==> src/rtl/ram_sdp_clr.sv <==
// Simple dual-port RAM with byte enables, a registered read port and a self-clearing sweep
// that runs after reset or on clr_req. Define RAM_SDP_CLR_BYPASS_EN for write-first collisions.
module ram_sdp_clr #(
    parameter int unsigned DATA_WIDTH = 32,
    parameter int unsigned ADDR_WIDTH = 5
) (
    input  logic                    clk,
    input  logic                    rst,
    input  logic                    ena,
    input  logic                    wena,
    input  logic [ADDR_WIDTH-1:0]   waddr,
    input  logic [DATA_WIDTH/8-1:0] wbe,
    input  logic [DATA_WIDTH-1:0]   data_in,
    input  logic                    rena,
    input  logic [ADDR_WIDTH-1:0]   raddr,
    input  logic                    clr_req,
    output logic [DATA_WIDTH-1:0]   data_out,
    output logic                    rvalid,
    output logic                    busy
);

    localparam int unsigned DEPTH  = 2 ** ADDR_WIDTH;
    localparam int unsigned NBYTES = DATA_WIDTH / 8;

    typedef enum logic {StClear, StIdle} state_e;

    state_e                  state_q;
    logic [ADDR_WIDTH-1:0]   clr_cnt_q;
    logic [DATA_WIDTH-1:0]   data_out_q;
    logic                    rvalid_q;
    logic [DATA_WIDTH-1:0]   mem [DEPTH];

    logic                    req;
    logic                    do_clr;
    logic                    do_wr;
    logic                    do_rd;
    logic [DATA_WIDTH-1:0]   rd_word;

    always_comb begin
        req    = ena && (state_q == StIdle);
        do_clr = req && clr_req;
        do_wr  = req && !clr_req && wena;
        do_rd  = req && !clr_req && rena;
        rd_word = mem[raddr];
`ifdef RAM_SDP_CLR_BYPASS_EN
        // Same-address collision returns the word as it will look after this write.
        if (do_wr && (waddr == raddr)) begin
            for (int k = 0; k < NBYTES; k++) begin
                if (wbe[k]) rd_word[8*k +: 8] = data_in[8*k +: 8];
            end
        end
`endif
    end

    // Array has no reset; only the sweep zeroes it, and never while rst is held.
    always_ff @(posedge clk) begin
        if (!rst && (state_q == StClear)) begin
            mem[clr_cnt_q] <= '0;
        end else if (do_wr) begin
            for (int k = 0; k < NBYTES; k++) begin
                if (wbe[k]) mem[waddr][8*k +: 8] <= data_in[8*k +: 8];
            end
        end
    end

    always_ff @(posedge clk or posedge rst) begin
        if (rst) begin
            state_q    <= StClear;
            clr_cnt_q  <= '0;
            data_out_q <= '0;
            rvalid_q   <= 1'b0;
        end else begin
            unique case (state_q)
                StClear: begin
                    rvalid_q <= 1'b0;
                    if (clr_cnt_q == {ADDR_WIDTH{1'b1}}) begin
                        state_q <= StIdle;
                    end else begin
                        clr_cnt_q <= clr_cnt_q + 1'b1;
                    end
                end
                StIdle: begin
                    rvalid_q <= do_rd;
                    if (do_rd) data_out_q <= rd_word;
                    if (do_clr) begin
                        state_q   <= StClear;
                        clr_cnt_q <= '0;
                    end
                end
                default: state_q <= StClear;
            endcase
        end
    end

    assign data_out = data_out_q;
    assign rvalid   = rvalid_q;
    assign busy     = (state_q == StClear);

endmodule
==> config.mk <==
export PLATFORM = sky130hd
export DESIGN_NAME = ram_sdp_clr
export DESIGN_NICKNAME = d
export VERILOG_FILES = /design/src/rtl/ram_sdp_clr.sv
export SDC_FILE = /design/constraint.sdc
export NUM_CORES = 1
export LEC_CHECK = 0
export CORE_ASPECT_RATIO = 0.6
export CORE_UTILIZATION = 56
export DETAILED_ROUTE_END_ITERATION = 12
export HOLD_SLACK_MARGIN = 0.02
export PLACE_DENSITY = 0.76
export SYNTH_ARGS = -nofsm -noshare
export SYNTH_HDL_FRONTEND = slang
export SYNTH_SLANG_ARGS = --single-unit
==> constraint.sdc <==
create_clock -name clk -period 2.2 [get_ports clk]
set_input_delay 0.44 -clock clk [delete_from_list [all_inputs] [get_ports clk]]
set_output_delay 0.44 -clock clk [all_outputs]
set_load 0.02 [all_outputs]
==> results of run 1 <==
-- power breakdown --
part	internal [mW]	switching, mW
combinational	4.05	5.47
clock	9.24	7.14
sequential	23.3	0.490
-- what timing repair did --
action / in CTS / in global routing
cloned: 2 / 0
buffers inserted: 52 / 18
hold buffers: 0 / 0
resized for setup: 187 / 63
setup endpoints to repair: 1286 / 1359
pin swaps: 54 / 38
hold endpoints to repair: 0 / 0
-- synth_stat cells (2+ instances only) --
master                     count  area, sq um
sky130_fd_sc_hd__inv_1         6         22.5
sky130_fd_sc_hd__nand2b_1      9         56.3
sky130_fd_sc_hd__a41oi_2       6         97.6
sky130_fd_sc_hd__or2_0         3         18.8
sky130_fd_sc_hd__or2_1         2         12.5
sky130_fd_sc_hd__buf_1         5         18.8
sky130_fd_sc_hd__nor4_1        6         37.5
sky130_fd_sc_hd__o31ai_1       2         15.0
sky130_fd_sc_hd__mux2i_1     514         5140
sky130_fd_sc_hd__a21o_1        4         30.0
sky130_fd_sc_hd__a22oi_1     128          961
sky130_fd_sc_hd__buf_6        13          146
sky130_fd_sc_hd__and2_1       33          206
sky130_fd_sc_hd__buf_4        24          180
sky130_fd_sc_hd__ha_1          2         25.0
sky130_fd_sc_hd__buf_8         3         45.0
sky130_fd_sc_hd__edfxtp_1   1024        30700
sky130_fd_sc_hd__nand2_1      47          176
sky130_fd_sc_hd__clkbuf_1     72          270
sky130_fd_sc_hd__buf_2        22          110
sky130_fd_sc_hd__a22o_1       65          569
sky130_fd_sc_hd__a31oi_2       9          113
sky130_fd_sc_hd__a221oi_1     64          561
sky130_fd_sc_hd__dfrtp_1      39          976
sky130_fd_sc_hd__nor3_1        9         45.0
sky130_fd_sc_hd__a31oi_1       2         12.5
sky130_fd_sc_hd__nor2_1      136          510
sky130_fd_sc_hd__clkbuf_4     11         82.6
sky130_fd_sc_hd__nor2b_1       6         37.5
sky130_fd_sc_hd__o41ai_2      32          521
sky130_fd_sc_hd__o22ai_1      32          200
sky130_fd_sc_hd__a21oi_1      69          345
sky130_fd_sc_hd__o21ai_0       2         10.0
-- flip-flops by register name, indices dropped and copies added (netlist names) --
register and flops:
mem 1024, state_q 1, data_out 32, rvalid 1
clr_cnt_q 5
-- layer usage --
metal	share of wire	up-vias	wire length (microns)	global-route usage
met4	0.027	4	3020	0.0875
met2	0.44	1641	50000	0.419
met5	0.00022	-	25	0.0106
met3	0.13	218	14500	0.0894
li1	-	10601	-	-
met1	0.40	12644	45600	0.431
-- cell type report --
type,count,area [sq um],area share
Clock buffer,113,2460,0.0465
Sequential cell,1063,31700,0.598
Multi-Input combinational cell,1191,11200,0.211
Tap cell,987,1230,0.0233
Timing Repair Buffer,509,5910,0.111
Inverter,6,22.5,0.000425
Clock inverter,52,524,0.00988
-- path summary, 6_finish.rpt --
| path | from | endpoint | cells past startpoint |
|---|---|---|---|
| max in group asynchronous | rst | data_out[22]$_DFFE_PP0P_ | 4 |
| max reg2reg | state_q$_DFF_PP0_ | mem[1][18]$_DFFE_PP_ | 11 |
| max | wbe[0] | mem[1][18]$_DFFE_PP_ | 11 |
| min | data_out[20]$_DFFE_PP0P_ | data_out[20]$_DFFE_PP0P_ | 2 |
| min reg2reg | data_out[20]$_DFFE_PP0P_ | data_out[20]$_DFFE_PP0P_ | 2 |
| min in group asynchronous | rst | data_out[2]$_DFFE_PP0P_ | 4 |
-- kinds of logic after synthesis --
family | synth area share
AO/OA/AOI/OAI | 0.0815
flip-flops | 0.748
AND/OR/NAND/NOR | 0.0271
buffers and inverters | 0.0211
multiplexers | 0.122
adder cells (fa/ha/maj) | 0.000590
-- worst min-delay path: cells and delay by family, from the launching register on --
| family | cells | cell delay (ps) |
|---|---|---|
| AOI/OAI and AO/OA | 1 | 50 |
| DFF | 1 | 340 |
| and+or+nand+nor | 1 | 60 |
==> results_dict.tcl, run 1 <==
set metrics [dict create \
    final_period_util 1.12 \
    final_cell_area_sq_um 53000 \
    finalSetupTns_ps -153940 \
    critical_path_required_ps 2570 \
    crit_path_end_kind "flip-flop" \
    arrival_ps 2830 \
    status "complete, but fails checks" \
    r2r_slack_ps -260 \
    layout.core_utilization 0.714 \
    post_route_cells_drive_above_1_share 0.272 \
    grt_setup_unrepaired "true" \
    floorplan.die_area_sq_um 76900 \
    clock_insertion_delay_worst_skew_ps 670 \
    stdcell_count 3921 \
    row_count 77 \
    timing.critical_path.from_type "input port" \
    most-common-layout-cells "1024 x sky130_fd_sc_hd__edfxtp_1, 512 x sky130_fd_sc_hd__mux2i_1, 228 x sky130_fd_sc_hd__buf_4" \
    global_route.usage.total 0.293 \
    cts.reportedPaths.clkPinSlew_ps 60 \
    final_antenna_diode_count 0 \
    cts_htree_levels 3 \
    cts_num_sinks 1063 \
    grt_start_max_net_pins 66 \
    ctsRootBufferMaster "sky130_fd_sc_hd__clkbuf_16" \
    fillers 4258 \
    detail_route.drc_violations 0 \
    place_congestion 0.891 \
    post_synthesis_sequential_area_ratio 0.748 \
    mappedNetlistArea_sq_um 42400 \
    placed_cells 3692 \
    worst_slew_margin 0.545 \
    cts_tree "yes" \
    antenna_found_initial 2 \
    first_global_vias 24960 \
    critical_path.top_delay_family "buffers and inverters" \
    total_power_mw 49.7 \
    dr_iter_0_viols 3446 \
    synthCells 2411 \
    routed_wl_per_cell_microns 28.8 \
    synth_edf_count 1024 \
    timing.setup.critical_path_class "input port to flip-flop" \
    power.ir.vdd_worst_uv 708 \
    flip_flop_and_latch_count_after_synthesis 1063 \
    areaGrowthSynthToFinish_pct 25.1 \
    final-hold-violation-count 0 \
    cts_inserted_buffers 92 \
    cp_max_fo 8 \
    drt_pre_antenna_iters 6 \
    maxCapViolations 0 \
    die_h_microns 215 \
    timing_worst_slew_pin_value_ps 683 \
    detail_route.vias_per_cell 6.40 \
    min-delay-path-class "flip-flop to flip-flop" \
    via_count 25108 \
    cpMostUsedCell "sky130_fd_sc_hd__buf_12" \
    synthFlopType "sky130_fd_sc_hd__edfxtp_1" \
    post_detailed_placement_cell_area_sq_um 48200 \
    place_worst_setup_slack_ps -1340 \
    timing.hold.ws_ps 480 \
    totalWireLength_microns 113000 \
    grt_remaining_overflow 0 \
    max_clock_freq_ghz 0.406 \
    effective_utilization_at_floorplan 0.571 \
    fin_worst_skew_ps 25.0 \
    p_leak_nw 19.3 \
    slowest_cell_on_crit_path "sky130_fd_sc_hd__o41a_4" \
    deepest_clock_path_buffer_count 3 \
    yosys.cell_types.count 43 \
    period_needed_ps 2470 \
    area_of_the_core_region_sq_um 74300 \
    ant_nets 0 \
    die_w_microns 357 \
    design.portCount 86 \
    critical_path.max_stage_delay_ps 550 \
    num-nets-final 2917 \
    power.density_cell_area_nw_per_um2 937 \
    most_common_cell_after_layout_fill_and_taps_aside "sky130_fd_sc_hd__edfxtp_1" \
    synthArstFlopShare 0.0367 \
    grt_first_pass_wirelength_microns 163000 \
    timing.critical_path.cells "clkdlybuf4s50_1 -> o41a_4 -> buf_12 -> buf_8 -> buf_16 -> buf_4 -> nor4_4 -> a31oi_4 -> buf_12 -> nor2_2 -> buf_6" \
    yosys_warnings 0 \
    violations "negative setup slack" \
    crit_buf_inv 7 \
    setup_violations 1028 \
    port_buffers 85 \
    hpwlAfterDp_microns 72100 \
    syn_avg_cell_area_sq_um 17.6 \
    synthesis.nets 2465 \
    timing_max_transition_violations_final 0 \
    worst_slack_ps -265 \
]
(Power assumes the default switching activity.)
==> inputs of run 2 (changes only) <==
--- a/config.mk
+++ b/config.mk
@@ -5,11 +5,14 @@
 export SDC_FILE = /design/constraint.sdc
 export NUM_CORES = 1
 export LEC_CHECK = 0
+export ABC_AREA = 0
 export CORE_ASPECT_RATIO = 0.6
 export CORE_UTILIZATION = 56
 export DETAILED_ROUTE_END_ITERATION = 12
 export HOLD_SLACK_MARGIN = 0.02
 export PLACE_DENSITY = 0.76
+export RECOVER_POWER = 25
 export SYNTH_ARGS = -nofsm -noshare
 export SYNTH_HDL_FRONTEND = slang
 export SYNTH_SLANG_ARGS = --single-unit
+export TNS_END_PERCENT = 10
==> run 2 against run 1 <==
- the run still ends with negative setup slack left
- routed wire length decreased by 4.6%
- flip-flop and latch count unchanged
- final cell count shrank 0.38%
- largest power group unchanged
==> results_dict.tcl, run 2 (synthesized netlist as in run 1, its figures left out) <==
set metrics [dict create \
    cts_hold_buffers 0 \
    arrival_ps 2780 \
    violations "negative setup slack" \
    ant_nets 0 \
    critical_path_required_ps 2530 \
    antenna_found_initial 4 \
    deepest_clock_path_buffer_count 3 \
    timing_worst_slew_pin_value_ps 1410 \
    row_count 77 \
    design.portCount 86 \
    post_route_cells_drive_above_1_share 0.256 \
    fin_worst_skew_ps 25.2 \
    final-hold-violation-count 0 \
    period_needed_ps 2460 \
    hpwlAfterDp_microns 69900 \
    crit_path_end_kind "flip-flop" \
    timing.setup.critical_path_class "flip-flop to flip-flop" \
    drt_pre_antenna_iters 6 \
    areaGrowthSynthToFinish_pct 23.9 \
    cts_inserted_buffers 92 \
    routed_wl_per_cell_microns 27.6 \
    global_route.usage.total 0.284 \
    effective_utilization_at_floorplan 0.571 \
    registers.top_by_ff_count "mem" \
    worst_hold_path.num_cells 2 \
    most_common_cell_after_layout_fill_and_taps_aside "sky130_fd_sc_hd__edfxtp_1" \
    totalWireLength_microns 108000 \
    area_of_the_core_region_sq_um 74300 \
    timing.critical_path.from_type "flip-flop" \
    floorplan.die_area_sq_um 76900 \
    die_h_microns 215 \
    status "complete, but fails checks" \
    setup_violations 1433 \
    total_power_mw 48.7 \
    grt_setup_unrepaired "true" \
    largest_register_ffs 1024 \
    ctsRootBufferMaster "sky130_fd_sc_hd__clkbuf_16" \
    max_clock_freq_ghz 0.407 \
    maxCapViolations 0 \
    worst_slack_ps -257 \
    cp_max_fo 8 \
    power.ir.vdd_worst_uv 1060 \
    grt_first_pass_wirelength_microns 159000 \
    port_buffers 85 \
    layout.core_utilization 0.707 \
    cts_num_sinks 1063 \
    timing_max_transition_violations_final 0 \
    detail_route.vias_per_cell 6.31 \
    grt_start_max_net_pins 66 \
    worst_r2r_path_depth 7 \
    die_w_microns 357 \
    via_count 24641 \
    cts_htree_levels 3 \
    detail_route.drc_violations 0 \
    power.density_cell_area_nw_per_um2 926 \
    place_congestion 0.909 \
    first_global_vias 24734 \
    worst_slew_margin 0.0589 \
    p_leak_nw 19.0 \
    fillers 4390 \
    cts.reportedPaths.clkPinSlew_ps 70 \
    dr_iter_0_viols 3011 \
    final_period_util 1.12 \
    clock_insertion_delay_worst_skew_ps 670 \
    num-nets-final 2892 \
    cts_tree "yes" \
    min-delay-path-class "flip-flop to flip-flop" \
    grt_remaining_overflow 0 \
    most-common-layout-cells "1024 x sky130_fd_sc_hd__edfxtp_1, 512 x sky130_fd_sc_hd__mux2i_1, 229 x sky130_fd_sc_hd__buf_4" \
]
run 2: cell types whose count changed in the layout (fill, tap and decap cells not counted), sizes merged:
| cell | before | now |
|---|---|---|
| buf | 425 | 394 |
| clkinv | 37 | 45 |
| bufinv | 11 | 8 |
| clkbuf | 113 | 116 |
| clkinvlp | 2 | 5 |
| diode | 0 | 3 |
| inv | 8 | 10 |
| clkdlybuf4s50 | 83 | 82 |
| dlygate4sd3 | 0 | 1 |
run 2: path summary, 6_finish.rpt:
path | start | to | slack [ps]
max reg2reg | state_q$_DFF_PP0_ | mem[1][8]$_DFFE_PP_ | -260
min reg2reg | data_out[28]$_DFFE_PP0P_ | data_out[28]$_DFFE_PP0P_ | 490
max in group asynchronous | rst | data_out[17]$_DFFE_PP0P_ | 360
min | data_out[28]$_DFFE_PP0P_ | data_out[28]$_DFFE_PP0P_ | 490
min in group asynchronous | rst | clr_cnt_q[3]$_DFFE_PP0P_ | 790
max | state_q$_DFF_PP0_ | mem[1][8]$_DFFE_PP_ | -260
run 2: worst max-delay path, stage by stage, from the launching register on:
cell,delay [ps]
sky130_fd_sc_hd__dfrtp_1,360
sky130_fd_sc_hd__and4b_4,360
sky130_fd_sc_hd__o41a_4,350
sky130_fd_sc_hd__buf_6,170
sky130_fd_sc_hd__buf_16,130
sky130_fd_sc_hd__a31oi_4,230
sky130_fd_sc_hd__buf_4,250
sky130_fd_sc_hd__nor2_4,240
run 2: metrics by stage:
stage               area (sq um)  instances  worst slack (ps)  TNS [ps]  hold WS [ps]
floorplan                  42900       2411              -147   -190330           513
global placement           48200       3697             -1300  -1316210           478
detailed placement         48200       3697             -1330  -1384560           481
CTS                        52400       3896              -251   -197160           456
global route               52500       3903              -282   -235770           502
finish                     52500       3906              -257   -179300           492
run 2: timing repair:
action / CTS / global route
pin swaps: 54 / 17
resized for setup: 171 / 20
endpoints found under the hold margin: 0 / 0
buffers inserted: 26 / 6
gates cloned: 2 / 2
endpoints found under the setup margin: 1028 / 1517
run 2: per-layer routing:
| layer | wire, microns | global-route usage |
|---|---|---|
| met2 | 48700 | 0.420 |
| met1 | 43300 | 0.411 |
| met4 | 2590 | 0.0772 |
| met5 | 23 | 0 |
| met3 | 13300 | 0.0844 |
run 2: area by class of cell:
| cell class | count | area [sq um] | share of cell area |
|---|---|---|---|
| Clock buffer | 110 | 2420 | 0.0461 |
| Clock inverter | 62 | 519 | 0.00989 |
| Timing Repair Buffer | 484 | 5630 | 0.107 |
| Inverter | 6 | 22.5 | 0.000429 |
| Multi-Input combinational cell | 1191 | 11000 | 0.209 |
| Antenna cell | 3 | 7.51 | 0.000143 |
| Tap cell | 987 | 1230 | 0.0235 |
| Sequential cell | 1063 | 31700 | 0.604 |
run 2: power breakdown:
| group | switching [mW] | internal (mW) |
|---|---|---|
| registers | 0.502 | 23.4 |
| logic | 5.07 | 3.71 |
| clock network | 7.20 | 8.82 |
